[src/rtl/regbank_wr_arbiter.sv]
// Two-requester (ALU / load unit) writeback arbiter in front of the register bank.
// Round-robin on contention, one registered write per cycle, out-of-range and r0 writes are dropped.
module regbank_wr_arbiter #(
  parameter int NREG = 17,
  parameter int DW   = 32
) (
  input  logic          clk,
  input  logic          rst,
  input  logic          a_valid,
  input  logic [4:0]    a_dest,
  input  logic [DW-1:0] a_data,
  output logic          a_ready,
  input  logic          b_valid,
  input  logic [4:0]    b_dest,
  input  logic [DW-1:0] b_data,
  output logic          b_ready,
  input  logic          hold,
  output logic          wrReg,
  output logic [4:0]    destReg,
  output logic [DW-1:0] wrData,
  output logic          err,
  output logic [7:0]    drop_cnt
);

  function automatic logic [7:0] sat_inc(input logic [7:0] v);
    return (v == 8'hFF) ? v : v + 8'd1;
  endfunction

  function automatic logic dest_writable(input logic [4:0] d);
    return (d != 5'd0) && (int'(d) < NREG);
  endfunction

  function automatic logic dest_out_of_range(input logic [4:0] d);
    return int'(d) >= NREG;
  endfunction

  // last_b_p1 = 1 means B was granted most recently, so A wins the next contention.
  logic          last_b_p1;
  logic          gnt_a_p0;
  logic          gnt_b_p0;
  logic          vld_p0;
  logic [4:0]    dest_p0;
  logic [DW-1:0] data_p0;
  logic          wr_ok_p0;
  logic          drop_p0;
  logic          oor_p0;

  logic          vld_p1;
  logic [4:0]    dest_p1;
  logic [DW-1:0] data_p1;
  logic          err_p1;
  logic [7:0]    drop_cnt_p1;

  // Stage p0: arbitration and classification of the accepted request.
  always_comb begin
    gnt_a_p0 = a_valid && (!b_valid || last_b_p1);
    gnt_b_p0 = b_valid && (!a_valid || !last_b_p1);
  end

  assign a_ready = gnt_a_p0 && !hold && !rst;
  assign b_ready = gnt_b_p0 && !hold && !rst;

  always_comb begin
    vld_p0   = a_ready || b_ready;
    dest_p0  = b_ready ? b_dest : a_dest;
    data_p0  = b_ready ? b_data : a_data;
    wr_ok_p0 = vld_p0 && dest_writable(dest_p0);
    drop_p0  = vld_p0 && !dest_writable(dest_p0);
    oor_p0   = vld_p0 && dest_out_of_range(dest_p0);
  end

  // Stage p1: registered write port, sticky error and drop statistics.
  always_ff @(posedge clk or posedge rst) begin
    if (rst) begin
      vld_p1      <= 1'b0;
      dest_p1     <= '0;
      data_p1     <= '0;
      err_p1      <= 1'b0;
      drop_cnt_p1 <= '0;
      last_b_p1   <= 1'b1;
    end else begin
      vld_p1 <= wr_ok_p0;
      if (wr_ok_p0) begin
        dest_p1 <= dest_p0;
        data_p1 <= data_p0;
      end
      if (vld_p0) last_b_p1 <= b_ready;
      if (drop_p0) drop_cnt_p1 <= sat_inc(drop_cnt_p1);
      if (oor_p0) err_p1 <= 1'b1;
    end
  end

  assign wrReg    = vld_p1;
  assign destReg  = dest_p1;
  assign wrData   = data_p1;
  assign err      = err_p1;
  assign drop_cnt = drop_cnt_p1;

endmodule

[config.mk]
export PLATFORM = sky130hd
export DESIGN_NAME = regbank_wr_arbiter
export DESIGN_NICKNAME = d
export VERILOG_FILES = /design/src/rtl/regbank_wr_arbiter.sv
export SDC_FILE = /design/constraint.sdc
export NUM_CORES = 1
export LEC_CHECK = 0
export CAP_MARGIN = 15
export CORE_AREA = 2 2 80 82
export DETAILED_ROUTE_END_ITERATION = 10
export DIE_AREA = 0 0 82 84
export PLACE_DENSITY = 0.8
export SLEW_MARGIN = 30
export SYNTH_ARGS = -nofsm -noshare
export SYNTH_HDL_FRONTEND = slang
export SYNTH_SLANG_ARGS = --single-unit
export TNS_END_PERCENT = 30
[constraint.sdc]
create_clock -name clk -period 3.6 [get_ports clk]
set_input_delay 0.72 -clock clk [delete_from_list [all_inputs] [get_ports clk]]
set_output_delay 0.72 -clock clk [all_outputs]
set_load 0.02 [all_outputs]
==> Word level (Yosys, flattened, before mapping) <==
Cells that the tools add are included.
Widths: inputs -> output; s select.
{ "classes": {"add_sub_neg": 1, "multipliers": 0, "n_div": 0, "n_lt_le_gt_ge": 2, "eq_ne": 1, "shift": 0, "mux": 2, "bitwise": 1, "reduce_logical": 21} }
{ "ops": {"columns": ["cell", "count"], "rows": [
  ["$mux 32", 1],
  ["$logic_and 1x1->1", 10],
  ["$add 8x1->8 const B", 1],
  ["$eq 8x8->1 const B", 1],
  ["$logic_not 1->1", 6],
  ["$ge 5x5->1 const B", 1],
  ["$lt 5x5->1 const B", 1],
  ["$mux 5", 1],
  ["$reduce_bool 5->1", 1],
  ["$logic_or 1x1->1", 3],
  ["$reduce_and 2->1", 1],
  ["$not 1->1", 1]
]} }
{ "word_totals": {"register_bits": 48, "latchBits": 0, "ram_bits": 0, "mem_bits_ro": 0, "in_bits": 79, "out_inout_bits": 49, "elab_cells": 34, "n_memories": 0} }

==> Logic depth before layout (Yosys ltp) <==
{ "logic_depth": {"word_depth": 11, "ltp_mapped": 8, "ltp_nobuf": 6} }

==> Worst setup path before layout <==
Ideal clock, no wire load.
{ "synth_timing": {"path_type": "input to output", "startpoint": "in rst", "endpoint": "out b_ready", "arrival_ps": 1559, "t_required_ps": 2880, "setup_slack_ps": 1321, "path_stages": 4, "n_path_buf": 1, "cell_sequence": "nor2_2 -> nand3_2 -> inv_2 -> clkbuf_1"} }
{ "synth_via": {"elab_chain_len": 2} }
{ "synth_lines": {"columns": ["item", "line_no", "rtl"], "rows": [
  ["from (decl)", "8", "input logic rst,"],
  ["$logic_not 1->1 (no source line)", null, null],
  ["$logic_and 1x1->1", "61", "assign b_ready = gnt_b_p0 && !hold && !rst;"],
  ["to (decl)", "16", "output logic b_ready,"]
]} }
Every way passes these cells.

==> Worst setup path after layout <==
Ends and elaborated chain as after synthesis.

==> summary by stage <==
Die
The initialized floorplan defines 29 standard-cell rows. The die is 84 um tall. The core outline area is 6100 um^2. The die covers 6890 um^2. The effective utilization at floorplan is 41.3%. In this run the horizontal extent of the chip is 82 um.

The number of top-level pins is 128.

Synthesis
In the synthesized netlist, the number of instances is 244. The prevailing post-synth register cell is sky130_fd_sc_hd__dfrtp_1. The top cell type by area accounts for 46.7% of the synthesized area.

The flop and latch count out of synthesis is 48. In the post-synthesis netlist, the biggest area contributors are sky130_fd_sc_hd__dfrtp_1, sky130_fd_sc_hd__nand2_1, sky130_fd_sc_hd__mux2_4. Yosys mapped a number of flops with a built-in enable equal to 0. Of the synthesized area, sequential elements account for 47.7%. The number of synthesis warnings is 0. sky130_fd_sc_hd__nand2_1 is the most common cell in the netlist. The net count of the mapped netlist is 324. In this run, distinct cell masters in the synthesized netlist total 29. The total standard cell area after synthesis is 2520 um^2. A synthesized cell averages 10.3 um^2.

By count the netlist is led by sky130_fd_sc_hd__nand2_1, sky130_fd_sc_hd__dfrtp_1, sky130_fd_sc_hd__mux2_1. Counting flops with an async set or reset pin after synthesis yields a share of 100%. The synthesized design spends more area on one cell type than any other, namely sky130_fd_sc_hd__dfrtp_1.

STA
The worst clock skew on the final layout is 8.04 ps. In this run the tightest slew margin relative to its limit is 60.5%. The total count of hold-check failures in the final report was 0. Setup repair after global routing left no endpoint under its margin. The count of pins over their slew limit is 0. Adding up every negative setup slack in the final design gives 0 ps.

In the finished design, the share of the clock period the worst path needs comes to 87.3%. The transition time at the pin with the least slew margin is 593 ps. The tightest hold path in the finished design has a slack of 490 ps. The final critical path time including I/O delays and setup is 3140 ps.

The setup violation total in the final timing report is 0. Derived from the worst setup path, the maximum achievable clock frequency is 0.318 GHz.

Worst setup path
The highest net fanout along the worst path is 12. The most critical setup path has its startpoint at rst. The largest single stage delay on the critical path is 680 ps. The library cell contributing the largest single delay on the critical path is sky130_fd_sc_hd__clkdlybuf4s50_1. The critical path ends at b_ready. The worst setup path is launched from an input port.

The worst setup path is captured at an output port. In this design, the critical path's most frequently occurring cell is sky130_fd_sc_hd__clkdlybuf4s50_1. Walking the worst path, the cells encountered are clkdlybuf4s50_1 > nor2_2 > nand3_2 > inv_2 > clkdlybuf4s50_1. The depth of the most critical reg-to-reg path is 7. The worst register-to-register path ends at wrData[31]. The start-to-end type of the worst setup path is input port to output port. The worst-case register-to-register setup slack is 1380 ps. STA puts the critical path data arrival time at 2420 ps. At the worst endpoint, the required time is 2880 ps. The worst register-to-register path begins at last_b_p1.

GRT
The number of antenna violations at the first check in global routing came to 0. The global-route wire length before repair is 10200 um. The pin count of the biggest net entering global routing is 49.

The global-route congestion overflow total is 0. The via count of the first global-routing pass is 2202. Global routing consumed, over all layers together, 18.9% of the routing resources.

Route
Using the TritonRoute via totals, the vias-per-cell ratio works out to 4.72. After detailed routing, the number of remaining DRC violations is 0. The first TritonRoute pass finished after 4 iterations. The final route contains 2119 vias. The remaining antenna violation count after routing is 0. The post-detailed-route wirelength per cell is 13.7 um.

After detailed routing, the total wire length is 6170 um. The detailed router finished its first iteration with 47 violations.

Run status
The flow ran to the end, and the final reports show no timing, DRC or antenna violations.

Min path
The path class of the tightest hold or removal check is register to register. Along the worst hold path, the cell count comes to 1.

Power and ir drop
The internal portion of the total power is 1.29 mW. The switching power is 0.634 mW. Dividing total power by cell area gives a power density of 488 nW/um^2. Combinational cells account for 43.7% of the total power.

In this run switching power makes up 32.9% of total power. Sequential cells burn 40.6% of the power. The clock group share of total power is 15.8%.

The highest ir drop seen on vdd is 0.228 mV. The total leakage power is 1.76 nW.

Cells and area
The count of nets after finishing is 451. The layout-stage area growth over the synthesis result is 56.4%. The diode insertion count for antenna repair is 0.

The fraction of the core area covered by cells at the end of the flow is 64.7%. The share of layout cells above drive strength 1 is 11.0%. The final-layout fill cell count is 519.

CTS
In this run, post-CTS repair resized a total of 0 instances. After clock tree synthesis, the flow added hold-fix buffers numbering 0. The clock passes through at most 2 buffers. The clock insertion delay at the later pin of the skew report is 290 ps. TritonCTS created 5 clock buffers.

Clock tree synthesis selected as its root buffer the cell sky130_fd_sc_hd__clkbuf_8. Buffers added to address setup during post-CTS repair amount to 0. The total number of H-tree levels is 2. The clock transition at the register clock pins on the worst setup and hold paths after CTS is 80 ps.

CTS saw 48 sinks. The CTS tree is yes.

Job
The tool flagged a number of max-cap violations equal to 0.

Placed design
During placement, the flow inserted port buffers numbering 127. The wire-length estimate of the detail-placed layout is 4660 um. The weighted congestion reported at the end of routability-driven placement is 0.761.
## layout make-up
class                      instances  area [um^2]  area share, %
clock buffer                       7         76.3           1.94
clock inverter                     1         5.00          0.127
sequential                        48         1200           30.5
inverter                           3         13.8          0.349
timing repair buffer             131         1300           33.0
tap                               77         96.3           2.44
multi-input combinational        182         1250           31.6
## cells in the final DEF (no fill, tap or decap), types with 2 or more instances in the layout
cell | netlist | layout
sky130_fd_sc_hd__a21oi_1 | 3 | 3
sky130_fd_sc_hd__and3_1 | 3 | 3
sky130_fd_sc_hd__buf_4 | 0 | 4
sky130_fd_sc_hd__clkbuf_1 | 6 | 2
sky130_fd_sc_hd__clkbuf_8 | 0 | 5
sky130_fd_sc_hd__clkdlybuf4s50_1 | 0 | 127
sky130_fd_sc_hd__dfrtp_1 | 47 | 47
sky130_fd_sc_hd__mux2_1 | 24 | 24
sky130_fd_sc_hd__mux2_4 | 19 | 19
sky130_fd_sc_hd__nand2_1 | 101 | 101
sky130_fd_sc_hd__nand2b_1 | 2 | 2
sky130_fd_sc_hd__nand3_1 | 4 | 4
sky130_fd_sc_hd__nand4_1 | 3 | 3
sky130_fd_sc_hd__nor2_2 | 3 | 3
sky130_fd_sc_hd__nor4_4 | 2 | 2
sky130_fd_sc_hd__xnor2_1 | 7 | 7
## per-layer routing
layer  GRT usage [%]  vias to the layer above  routed length (um)  share of wire (%)
li1                -                     1054                   -                  -
met2            34.6                       74                3210                 52
met1            21.6                      979                2460                 40
met3            4.11                       12                 387                6.3
met5               0                        -                   0                  0
met4            5.15                        0                 113                1.8
## cell families after synthesis
group,Yosys count,synth area share (%)
buffers and inverters,14,3.08
AO/OA/AOI/OAI,7,1.84
XOR/XNOR,7,2.43
adder cells (fa/ha/maj),1,0.496
AND/OR/NAND/NOR,122,21.5
multiplexers,45,22.9
flip-flops,48,47.7
## power by group through the flow
stage	Combinational (mW)	Clock [mW]	Sequential, mW
2_1_floorplan	0.237	0	0.957
3_3_place_gp	0.834	0	0.784
3_5_place_dp	0.849	0	0.792
4_1_cts	0.853	0.320	0.785
5_1_grt	0.895	0.344	0.806
6_report	0.841	0.304	0.781
## through the flow
step / setup WS [ps] / instance area, um^2 / instances / total power [mW]
2_1_floorplan: 1320 / 2520 / 244 / 1.19
3_3_place_gp: 521 / 3860 / 441 / 1.62
3_5_place_dp: 401 / 3860 / 441 / 1.64
4_1_cts: 438 / 3940 / 449 / 1.96
5_1_grt: 383 / 3940 / 449 / 2.04
6_report: 456 / 3940 / 449 / 1.93
## how the worst min path moves through the flow
stage,startpoint,endpoint,slack [ps]
4_1_cts,wrData[25],wrData[25],500
3_3_place_gp,destReg[1],destReg[1],470
5_1_grt,wrData[28],wrData[28],520
6_report,wrData[25],wrData[25],490
3_5_place_dp,wrData[25],wrData[25],480
2_1_floorplan,last_b_p1,last_b_p1,510
## sequential cells by signal, summed over array words and instances (netlist names)
| signal | cells |
|---|---|
| destReg | 5 |
| drop_cnt | 8 |
| last_b_p1 | 1 |
| wrData | 32 |
| wrReg | 1 |
| err | 1 |
## worst max-delay path: cells and delay by family
family | cells | cell delay, ps
buffers and inverters | 3 | 1350
AND/OR/NAND/NOR | 2 | 360
(Power assumes the default switching activity.)
